### src/rtl/event_pkg.sv
// Shared types and constants for the event qualifier front-end.
package event_pkg;

   typedef enum logic [1:0] {
      ST_LOW     = 2'd0,
      ST_QUAL_HI = 2'd1,
      ST_HIGH    = 2'd2,
      ST_QUAL_LO = 2'd3
   } qual_state_t;

   localparam int unsigned           GLITCH_CNT_W   = 8;
   localparam logic [GLITCH_CNT_W-1:0] GLITCH_CNT_MAX = 8'hFF;

   function automatic logic [GLITCH_CNT_W-1:0] glitch_sat_inc(
      input logic [GLITCH_CNT_W-1:0] i_val
   );
      return (i_val == GLITCH_CNT_MAX) ? i_val : i_val + 1'b1;
   endfunction

endpackage

### src/rtl/event_qualifier_if.sv
// Signal bundle between the raw event source and the qualifier.
interface event_qualifier_if;
   import event_pkg::*;

   logic                    i_raw_in;
   logic                    i_enable;
   logic                    o_event;
   logic                    o_level;
   logic [GLITCH_CNT_W-1:0] o_glitch_count;

   modport master (
      output i_raw_in,
      output i_enable,
      input  o_event,
      input  o_level,
      input  o_glitch_count
   );

   modport slave (
      input  i_raw_in,
      input  i_enable,
      output o_event,
      output o_level,
      output o_glitch_count
   );

endinterface

### src/rtl/sync_2ff.sv
// Generic two-flop synchroniser with asynchronous active-low reset.
module sync_2ff #(
   parameter int unsigned WIDTH = 1
) (
   input  logic             i_clk,
   input  logic             i_rst_n,
   input  logic [WIDTH-1:0] i_d,
   output logic [WIDTH-1:0] o_q
);

   logic [WIDTH-1:0] r_s1;
   logic [WIDTH-1:0] r_s2;

   always_ff @(posedge i_clk or negedge i_rst_n) begin
      if (!i_rst_n) begin
         r_s1 <= '0;
         r_s2 <= '0;
      end else begin
         r_s1 <= i_d;
         r_s2 <= r_s1;
      end
   end

   assign o_q = r_s2;

endmodule

### src/rtl/event_qualifier.sv
// Synchronise, debounce and edge-qualify a raw input into a one-cycle event pulse.
// Optional glitch counter enabled by defining EVENT_QUALIFIER_GLITCH_CNT_EN.
module event_qualifier
   import event_pkg::*;
#(
   parameter int unsigned DEBOUNCE_CYCLES = 4,
   parameter int unsigned CNT_W           = $clog2(DEBOUNCE_CYCLES + 1)
) (
   input  logic          clk,
   input  logic          reset,
   event_qualifier_if.slave bus
);

   localparam logic [CNT_W-1:0] L_DB = CNT_W'(DEBOUNCE_CYCLES);

   logic              w_s2;
   qual_state_t       r_state;
   qual_state_t       w_state_nxt;
   logic [CNT_W-1:0]  r_cnt;
   logic [CNT_W-1:0]  w_cnt_nxt;
   logic [CNT_W-1:0]  w_cnt_inc;
   logic              w_rise;
   logic              w_fall;
   logic              r_event;
   logic              r_level;

   sync_2ff #(
      .WIDTH (1)
   ) u_sync (
      .i_clk   (clk),
      .i_rst_n (reset),
      .i_d     (bus.i_raw_in),
      .o_q     (w_s2)
   );

   assign w_cnt_inc = r_cnt + 1'b1;

   // The stable states share the qualifying step so DEBOUNCE_CYCLES=1 skips the QUAL states.
   always_comb begin
      w_state_nxt = r_state;
      w_cnt_nxt   = r_cnt;
      w_rise      = 1'b0;
      w_fall      = 1'b0;
      unique case (r_state)
         ST_LOW, ST_QUAL_HI: begin
            if (!w_s2) begin
               w_state_nxt = ST_LOW;
               w_cnt_nxt   = '0;
            end else if (w_cnt_inc >= L_DB) begin
               w_state_nxt = ST_HIGH;
               w_cnt_nxt   = '0;
               w_rise      = 1'b1;
            end else begin
               w_state_nxt = ST_QUAL_HI;
               w_cnt_nxt   = w_cnt_inc;
            end
         end
         ST_HIGH, ST_QUAL_LO: begin
            if (w_s2) begin
               w_state_nxt = ST_HIGH;
               w_cnt_nxt   = '0;
            end else if (w_cnt_inc >= L_DB) begin
               w_state_nxt = ST_LOW;
               w_cnt_nxt   = '0;
               w_fall      = 1'b1;
            end else begin
               w_state_nxt = ST_QUAL_LO;
               w_cnt_nxt   = w_cnt_inc;
            end
         end
         default: begin
            w_state_nxt = ST_LOW;
            w_cnt_nxt   = '0;
         end
      endcase
   end

   always_ff @(posedge clk or negedge reset) begin
      if (!reset) begin
         r_state <= ST_LOW;
         r_cnt   <= '0;
         r_event <= 1'b0;
         r_level <= 1'b0;
      end else begin
         r_state <= w_state_nxt;
         r_cnt   <= w_cnt_nxt;
         r_event <= w_rise & bus.i_enable;
         if (w_rise) begin
            r_level <= 1'b1;
         end else if (w_fall) begin
            r_level <= 1'b0;
         end
      end
   end

   assign bus.o_event = r_event;
   assign bus.o_level = r_level;

`ifdef EVENT_QUALIFIER_GLITCH_CNT_EN
   logic                    w_abort;
   logic [GLITCH_CNT_W-1:0] r_glitch_cnt;

   assign w_abort = ((r_state == ST_QUAL_HI) && !w_s2) ||
                    ((r_state == ST_QUAL_LO) &&  w_s2);

   always_ff @(posedge clk or negedge reset) begin
      if (!reset) begin
         r_glitch_cnt <= '0;
      end else if (w_abort) begin
         r_glitch_cnt <= glitch_sat_inc(r_glitch_cnt);
      end
   end

   assign bus.o_glitch_count = r_glitch_cnt;
`else
   assign bus.o_glitch_count = '0;
`endif

endmodule

### src/flat_wrapper.sv
// flat-port wrapper written by rule: the top's interface ports become plain ports
module event_qualifier_flat import event_pkg::*;
#(
   parameter int unsigned DEBOUNCE_CYCLES = 4,
   parameter int unsigned CNT_W           = $clog2(DEBOUNCE_CYCLES + 1)
)
  (clk, reset, bus_i_raw_in, bus_i_enable, bus_o_event, bus_o_level, bus_o_glitch_count);
  event_qualifier_if bus_i ();
  input  logic clk;
  input  logic reset;
  input wire logic [$bits(bus_i.i_raw_in)-1:0] bus_i_raw_in;
  input wire logic [$bits(bus_i.i_enable)-1:0] bus_i_enable;
  output wire logic [$bits(bus_i.o_event)-1:0] bus_o_event;
  output wire logic [$bits(bus_i.o_level)-1:0] bus_o_level;
  output wire logic [$bits(bus_i.o_glitch_count)-1:0] bus_o_glitch_count;
  assign bus_i.i_raw_in = bus_i_raw_in;
  assign bus_i.i_enable = bus_i_enable;
  assign bus_o_event = bus_i.o_event;
  assign bus_o_level = bus_i.o_level;
  assign bus_o_glitch_count = bus_i.o_glitch_count;
  event_qualifier #(.DEBOUNCE_CYCLES(DEBOUNCE_CYCLES), .CNT_W(CNT_W)) u_core (.clk(clk), .reset(reset), .bus(bus_i));
endmodule
### config.mk
export PLATFORM = sky130hd
export DESIGN_NAME = event_qualifier_flat
export DESIGN_NICKNAME = d
export VERILOG_FILES = /design/src/rtl/event_pkg.sv /design/src/rtl/event_qualifier_if.sv /design/src/rtl/sync_2ff.sv /design/src/rtl/event_qualifier.sv /design/src/flat_wrapper.sv
export SDC_FILE = /design/constraint.sdc
export NUM_CORES = 1
export LEC_CHECK = 0
export CAP_MARGIN = 30
export CORE_AREA = 4 4 41 43
export CTS_CLUSTER_DIAMETER = 50
export DETAILED_ROUTE_END_ITERATION = 8
export DIE_AREA = 0 0 45 47
export PLACE_DENSITY = 0.59
export SLEW_MARGIN = 5
export SYNTH_ARGS = -nofsm -noshare
export SYNTH_HDL_FRONTEND = slang
export SYNTH_HIERARCHICAL = 1
export SYNTH_SLANG_ARGS = --single-unit
### constraint.sdc
create_clock -name clk -period 1.6 [get_ports clk]
set_input_delay 0.16 -clock clk [delete_from_list [all_inputs] [get_ports clk]]
set_output_delay 0.16 -clock clk [all_outputs]
set_load 0.02 [all_outputs]
; After elaboration in Yosys (flattened, before gate mapping)
; Index checks and enable logic that the tools add are counted.
; Widths: inputs -> output; s select.
[totals]
register_bits = 9
in_bits = 4
output_inout_bits = 10
word_cells = 32
[op_classes]
n_addsub = 1
order_cmp = 1
n_eq_ne = 3
muxes = 16
bitwise = 1
reduce_logical = 4
[op_table]
columns = cell, count
row1 = $mux 3, 3
row2 = $mux 2, 4
row3 = $mux 1, 7
row4 = $pmux 3 s2, 1
row5 = $eq 2x2->1 const B, 2
row6 = $pmux 2 s2, 1
row7 = $reduce_or 2->1, 2
row8 = $add 3x1->3 const B, 1
row9 = $ge 3x3->1 const B, 1
row10 = $eq 2x1->1 const B, 1
row11 = $logic_not 2->1, 1
row12 = $reduce_bool 2->1, 1
row13 = $and 1x1->1, 1

; Longest topological paths before layout
; Gate-level depths: netlist (run 1).
[logic_depth]
ltp_word = 7
mapped_depth = 4
depth_no_buf = 4

; Hierarchy
; Netlist (run 1), hierarchy kept.
[modules_own_cells]
columns = mod, n_inst, cells_each, area_each_um2, seq_area_each_um2
row1 = event_qualifier, 1, 29, 305.3, 150.1
row2 = sync_2ff, 1, 2, 50.0, 50.0

; Worst setup path after synthesis (run 1)
; No wires, ideal clock.
[synth_timing]
path_kind = reg-to-reg
from = reg u_core.r_cnt[0]
to = reg u_core.r_level, in the netlist u_core/bus.o_level
setup_ps = 121
arrival_ps = 1026
t_required_ps = 1479
path_slack_ps = 452
path_stages_with_launch = 5
path_buffers = 0
period_less_slack_ps = 1148
cell_sequence = dfrtp_1 -> ha_1 -> xor2_1 -> a21boi_1 -> o22a_1
[synth_via]
elab_chain_cells = 6
word_cells_on_any_way = 9
cone_classes = add/sub (1) / order compare (1) / mux (6) / reduce/logical (1)
[synth_rtl]
columns = element, line
row1 = from (decl), event_qualifier.sv:19  ; logic [CNT_W-1:0] r_cnt;
row2 = from (signal assigned), event_qualifier.sv:86  ; r_cnt <= w_cnt_nxt;
row3 = $add 3x1->3 *, event_qualifier.sv:36  ; assign w_cnt_inc = r_cnt + 1'b1;
row4 = $ge 3x3->1 *, "event_qualifier.sv:49, event_qualifier.sv:62"
row5 = $mux 1 *, "event_qualifier.sv:49, event_qualifier.sv:62"
row6 = $mux 1 (on tied branches), "event_qualifier.sv:46, event_qualifier.sv:59"
row7 = $mux 1, event_qualifier.sv:44  ; unique case (r_state)
row8 = $mux 1 / $reduce_bool 2->1 (equally long branches), n/a
row9 = to (signal assigned), event_qualifier.sv:83  ; r_level <= 1'b0;
row10 = to (signal assigned), event_qualifier.sv:89  ; r_level <= 1'b1;
row11 = to (signal assigned), event_qualifier.sv:91  ; r_level <= 1'b0;
row12 = to (decl), event_qualifier.sv:25  ; logic r_level;
; Every way passes the cells marked *; elsewhere a longest branch is shown, timed or not.
; A chain may end at the register's enable or synchronous reset.

; Worst setup path in the final report (run 1)
[layout_timing]
from = reg u_core.r_level, in the netlist u_core/bus.o_level
to = out bus_o_level
[layout_lines]
columns = element, line
row1 = to (decl), flat_wrapper.sv:14  ; output wire logic [$bits(bus_i.o_level)-1:0] bus_o_level;
; No word-level cell between the ends.

==> summary.txt, run 1 <==
Detailed routing
  – Vias per inst: 3.48
  – Final routed DRC violation total: 0
  – Routed length per placed instance: 7.24 um
  – Starting DRT DRC Count: 1
  – First drt pass iteration count: 3
  – Post-detailed-routing wire length: 391 um
  – Antenna Nets Post-Route: 0
  – Number of vias after detailed routing: 188

Global routing
  – Overall Global Routing Usage: 4.79%
  – Gr ovfl total: 0
  – Maximum number of pins on one net before global-route repair: 9
  – Global-route wire length before repair: 621 um
  – Initial antenna violation count: 0
  – Via count of the first global-routing pass: 164

Timing
  – Final setup TNS: 0 ps
  – Number of max-slew violations in the final report: 0
  – RSZ-0062 raised after global routing: no
  – Final worst setup slack: 230 ps
  – Upper clock frequency limit: 730 MHz
  – Worst Skew: 4.59 ps
  – Time the final worst path needs with I/O delays and setup: 1370 ps
  – Final setup violation count: 0
  – Number of hold violations in the final report: 0
  – Period utilization: 85.6%

Finish
  – Final standard cell area without fillers: 417 um2
  – Number of fill cells in the layout: 133
  – N_diodes: 0
  – Share of layout cells above drive strength 1: 7.69%
  – Final Net Count: 46
  – Area growth syn-to-layout: 17.3%

Clock network
  – Number of H-tree levels: 1
  – Cells resized by post-CTS repair: 0
  – Cts bufs inserted: 3
  – Post-CTS repair timing setup buffer count: 0
  – CTS tree: yes
  – Clock insertion delay at the later pin of the skew report: 240 ps
  – CTS clk-pin slew, worst paths: 50 ps
  – Master cell of the clock root buffer: sky130_fd_sc_hd__clkbuf_4
  – Hold-fix buffers, CTS: 0
  – Total number of clock tree sinks: 8
  – Number of buffers between clock root and the deepest sink: 2

Worst setup path
  – Combined buffer and inverter count along the critical path: 1
  – Cells along the critical path: clkdlybuf4s50_1
  – Delay of the slowest critical-path stage: 610 ps
  – Slowest library cell on the worst path: sky130_fd_sc_hd__clkdlybuf4s50_1
  – Top Family by Delay on Critical Path: buffers and inverters
  – Worst setup path category: flop to output pin
  – Required time of the critical path: 1440 ps
  – Critical Path Sink Type: output pin
  – Type of origin of the critical path: flop
  – Data arrival time of the worst path: 1210 ps
  – Biggest fanout along the worst timing path: 3

Synthesis
  – Most common flop cell mapped by yosys: sky130_fd_sc_hd__dfrtp_1
  – Cell Area, Synth: 355 um2
  – Fraction of registers with async set/reset: 100%
  – Cell variety after synth: 13
  – Cell taking the most area after synthesis: sky130_fd_sc_hd__dfrtp_1
  – Yosys reg bits: 8
  – Sequential-to-total area share from yosys stat: 56.3%
  – Biggest area contributors in the synthesized netlist: sky130_fd_sc_hd__dfrtp_1, sky130_fd_sc_hd__buf_4, sky130_fd_sc_hd__xnor2_1
  – Share of Yosys cell area claimed by the top area cell type: 56.3%
  – Count of mapped cells out of synthesis: 31
  – Top cell types by occurrence after synthesis: sky130_fd_sc_hd__buf_4, sky130_fd_sc_hd__dfrtp_1, sky130_fd_sc_hd__nand2_1
  – EDFF count, synth: 0
  – Total of warnings raised by yosys: 6
  – Mapped Avg Cell Area: 11.5 um2

Floorplanning
  – Die area: 2120 um2
  – Initial standard-cell utilization of the core: 27.3%
  – Chip width: 45 um
  – Count of pins on the block boundary: 14
  – Die height: 47 um
  – Row count: 13
  – Standard cell core area: 1300 um2

Outcome
  – Status: completed

Placed design
  – HPWL after DPL: 335 um
  – Post-placement worst setup slack: 398 ps
  – Routability Congestion: 0.704
  – Post-DP Area: 394 um2
  – # port buffers: 5

Job
  – Max Cap Violations: 0

Worst hold path
  – Hold Path Class: input pin to async pin

Pwr
  – Total power density per cell area: 1080 nW/um2
  – Standby leakage power: 0.211 nW
  – VDD IR-drop max: 564 uV
[flip-flops by register name, summed over array words and instances (netlist names)]
name,cells
u_core/bus.o_event,1
u_core/bus.o_level,1
u_core/r_cnt,3
u_core/r_state,1
u_core/u_sync/o_q,1
u_core/u_sync/r_s1,1
[through the flow]
| step | cells | hold slack [ps] | utilization [%] | power, W |
|---|---|---|---|---|
| 2_1_floorplan | 39 | -136 | - | 0.000299 |
| 3_3_place_gp | 51 | 333 | 30.3 | 0.000312 |
| 3_5_place_dp | 51 | 337 | 30.3 | 0.000312 |
| 4_1_cts | 54 | 187 | 32.0 | 0.000461 |
| 5_1_grt | 54 | 191 | 32.0 | 0.000487 |
| 6_report | 54 | 184 | 32.0 | 0.000451 |
[path summary, 6_finish.rpt]
kind                               startpoint            endpoint  slack [ps]  cells past startpoint
max                        u_core/bus.o_level         bus_o_level         230                      1
min                                     reset   u_core/u_sync/o_q         180                      1
max reg2reg                   u_core/r_cnt[0]  u_core/bus.o_level         400                      4
min reg2reg                u_core/u_sync/r_s1   u_core/u_sync/o_q         340                      0
max in group asynchronous               reset  u_core/u_sync/r_s1        1160                      1
min in group clk           u_core/u_sync/r_s1   u_core/u_sync/o_q         340                      0
[routing by layer]
layer	track usage (%)	vias up	wire, um
met5	0	-	0
li1	-	97	-
met2	5.65	8	173
met3	5.75	0	45
met4	1.75	0	0
met1	5.16	83	172
[cells in the final DEF (no fill, tap or decap)]
cell / netlist / final
sky130_fd_sc_hd__o22a_1: 1 / 1
sky130_fd_sc_hd__ha_1: 1 / 1
sky130_fd_sc_hd__xor2_1: 1 / 1
sky130_fd_sc_hd__and3_1: 1 / 1
sky130_fd_sc_hd__and2_1: 1 / 1
sky130_fd_sc_hd__clkdlybuf4s50_1: 0 / 5
sky130_fd_sc_hd__dfrtp_1: 8 / 8
sky130_fd_sc_hd__nor3_1: 1 / 1
sky130_fd_sc_hd__nor2_1: 2 / 2
sky130_fd_sc_hd__conb_1: 1 / 9
sky130_fd_sc_hd__a21boi_1: 1 / 1
sky130_fd_sc_hd__nand2_1: 3 / 3
sky130_fd_sc_hd__xnor2_1: 2 / 2
sky130_fd_sc_hd__clkbuf_4: 0 / 3
[layout make-up]
class / count / area [um2] / share of cell area (%)
clock buffer: 3 / 22.5 / 5.41
multi-input combinational: 23 / 125 / 30.0
sequential: 8 / 200 / 48.0
tap: 15 / 18.8 / 4.50
timing repair buffer: 5 / 50.0 / 12.0
[cells by family after synthesis]
family,Yosys count,synth area share [%]
buf+inv,8,16.9
simple gates,8,10.2
flops,8,56.3
xor+xnor,3,7.40
compound gates,2,4.58
fa+ha+maj,1,3.52
other cells,1,1.06
[power by group]
group / total [W] / internal [W] / switching, W
clock: 0.000143 / 0.0000851 / 0.0000578
sequential: 0.000232 / 0.000220 / 0.0000120
combinational: 0.0000759 / 0.0000333 / 0.0000426
total: 0.000451 / 0.000339 / 0.000112
No activity file was read; power rests on OpenSTA's default activity.
==> inputs of run 2 (changes only) <==
--- a/config.mk
+++ b/config.mk
@@ -10,7 +10,7 @@
 export CTS_CLUSTER_DIAMETER = 50
 export DETAILED_ROUTE_END_ITERATION = 8
 export DIE_AREA = 0 0 45 47
-export PLACE_DENSITY = 0.59
+export PLACE_DENSITY = 0.62
 export SLEW_MARGIN = 5
 export SYNTH_ARGS = -nofsm -noshare
 export SYNTH_HDL_FRONTEND = slang
==> summary.txt, run 2 (synthesized netlist as in run 1, its figures left out) <==
Outcome
  – Status: completed

Pwr
  – Standby leakage power: 0.211 nW (unchanged)
  – Post-layout power: 0.000453 W (+0.34%)
  – Cell-internal power: 0.000339 W (about the same)
  – VDD IR-drop max: 387 uV (-31%)
  – Proportion of power drawn by flip-flops and latches: 51.2% (-0.3 points)
  – Switch share: 25.2% (+0.29 points)
  – Total power density per cell area: 1090 nW/um2 (+0.34%)
  – Gate power share: 16.8% (about the same)
  – Clock Power Share: 32.0% (+0.3 points)
  – Switching power summed over all nets: 0.000114 W (+1.5%)

Finish
  – Number of fill cells in the layout: 138 (+3.8%)
  – Share of layout cells above drive strength 1: 7.69% (unchanged)
  – Final Net Count: 46 (unchanged)
  – Final Instance Count excl. Fillers: 54 (unchanged)
  – N_diodes: 0 (unchanged)
  – Area growth syn-to-layout: 17.3% (unchanged)
  – Number of flip-flops in the largest register: 3 (unchanged)
  – Area taken by flip-flops and latches: 200 um2 (unchanged)
  – Register name with the most flops: u_core/r_cnt
  – Commonest cells after routing, fill and taps aside: sky130_fd_sc_hd__conb_1, sky130_fd_sc_hd__dfrtp_1, sky130_fd_sc_hd__clkdlybuf4s50_1
  – Area of combinational cells with multiple inputs: 125 um2 (unchanged)
  – Most common cell after layout, fill and taps aside: sky130_fd_sc_hd__conb_1

Worst setup path
  – Biggest fanout along the worst timing path: 3 (unchanged)
  – Type of origin of the critical path: flop
  – Delay of the slowest critical-path stage: 600 ps (about the same)
  – Slowest library cell on the worst path: sky130_fd_sc_hd__clkdlybuf4s50_1
  – Combined buffer and inverter count along the critical path: 1 (unchanged)
  – Required time of the critical path: 1440 ps (about the same)
  – Worst setup path category: flop to output pin
  – Cells along the critical path: clkdlybuf4s50_1
  – Data arrival time of the worst path: 1200 ps (about the same)
  – Top Family by Delay on Critical Path: buffers and inverters
  – Critical Path Sink Type: output pin

Detailed routing
  – Vias per inst: 3.76 (+8.0%)
  – Starting DRT DRC Count: 2 (+1)
  – Antenna Nets Post-Route: 0 (unchanged)
  – Post-detailed-routing wire length: 433 um (+11%)
  – Number of vias after detailed routing: 203 (+8.0%)
  – First drt pass iteration count: 2 (-1)
  – Routed length per placed instance: 8.02 um (+11%)
  – Final routed DRC violation total: 0 (unchanged)

Placed design
  – # port buffers: 5 (unchanged)
  – Routability Congestion: 0.696 (-1.1%)
  – Post-placement worst setup slack: 379 ps (-19.2 ps)
  – # placed instances: 51 (unchanged)

Timing
  – Final setup violation count: 0 (unchanged)
  – Number of max-slew violations in the final report: 0 (unchanged)
  – Worst Skew: 1.07 ps (-3.52 ps)
  – Period utilization: 84.8% (-0.87 points)
  – Upper clock frequency limit: 737 MHz (+1.0%)
  – Time the final worst path needs with I/O delays and setup: 1360 ps (-14.0 ps)
  – Final setup TNS: 0 ps (unchanged)
  – Number of hold violations in the final report: 0 (unchanged)
  – Final worst setup slack: 244 ps (+14.0 ps)
  – RSZ-0062 raised after global routing: no

Clock network
  – Hold-fix buffers, CTS: 0 (unchanged)
  – Post-CTS repair timing setup buffer count: 0 (unchanged)
  – Number of buffers between clock root and the deepest sink: 2 (unchanged)
  – Cts bufs inserted: 3 (unchanged)
  – Clock insertion delay at the later pin of the skew report: 240 ps (about the same)
  – Master cell of the clock root buffer: sky130_fd_sc_hd__clkbuf_4
  – CTS tree: yes
  – Number of H-tree levels: 1 (unchanged)
  – Cells resized by post-CTS repair: 0 (unchanged)
  – Total number of clock tree sinks: 8 (unchanged)
  – CTS clk-pin slew, worst paths: 50 ps (about the same)

Floorplanning
  – Standard cell core area: 1300 um2 (unchanged)
  – Die area: 2120 um2 (unchanged)
  – Die height: 47 um (unchanged)
  – Count of pins on the block boundary: 14 (unchanged)
  – Initial standard-cell utilization of the core: 27.3% (unchanged)
  – Chip width: 45 um (unchanged)
  – Row count: 13 (unchanged)

Global routing
  – Via count of the first global-routing pass: 186 (+13%)
  – Initial antenna violation count: 0 (unchanged)
  – Gr ovfl total: 0 (unchanged)
  – Overall Global Routing Usage: 5.43% (+0.64 points)
  – Global-route wire length before repair: 717 um (+15%)
  – Maximum number of pins on one net before global-route repair: 9 (unchanged)

Worst hold path
  – Hold Path Class: input pin to async pin

Job
  – Max Cap Violations: 0 (unchanged)
## run 2: worst paths after layout
kind	endpoint	startpoint	depth (start not counted)	slack (ps)
max in group asynchronous	u_core/bus.o_level	reset	1	1170
max reg2reg	u_core/bus.o_level	u_core/r_cnt[0]	4	370
min in group clk	u_core/u_sync/o_q	u_core/u_sync/r_s1	0	350
min	u_core/r_cnt[1]	reset	1	180
min reg2reg	u_core/u_sync/o_q	u_core/u_sync/r_s1	0	350
max	bus_o_level	u_core/bus.o_level	1	240
## run 2: cell type report
type / instances / area share, %
Sequential cell: 8 / 48.0
Tap cell: 15 / 4.50
Clock buffer: 3 / 5.41
Timing Repair Buffer: 5 / 12.0
Multi-Input combinational cell: 23 / 30.0
## run 2: per-stage QoR
| step | cell area (um2) | util, % | hold slack [ps] |
|---|---|---|---|
| floorplan | 385 | - | -136 |
| global placement | 394 | 30.3 | 333 |
| detailed placement | 394 | 30.3 | 337 |
| CTS | 417 | 32.0 | 185 |
| global route | 417 | 32.0 | 194 |
| finish | 417 | 32.0 | 184 |
## run 2: power by group through the flow
stage / logic, W / clock network [W] / registers, W
floorplan: 0.0000572 / 0 / 0.000242
finish: 0.0000761 / 0.000145 / 0.000232
global route: 0.0000847 / 0.000169 / 0.000234
detailed placement: 0.0000764 / 0 / 0.000236
global placement: 0.0000762 / 0 / 0.000235
CTS: 0.0000769 / 0.000157 / 0.000232
## run 2: worst reg2reg max path: cells and delay by family, from the launching register on
family / cells / cell delay, ps
xor+xnor: 1 / 240
fa+ha+maj: 1 / 230
flops: 1 / 380
compound gates: 2 / 270
## run 2: routing by layer
metal / part of all wire (%) / vias up / global-route usage (%) / wire, um
li1: - / 100 / - / -
met1: 41 / 92 / 5.87 / 177
met2: 45 / 11 / 6.21 / 196
met3: 14 / 0 / 3.45 / 59
met4: 0 / 0 / 7.02 / 0
met5: 0 / - / 0 / 0
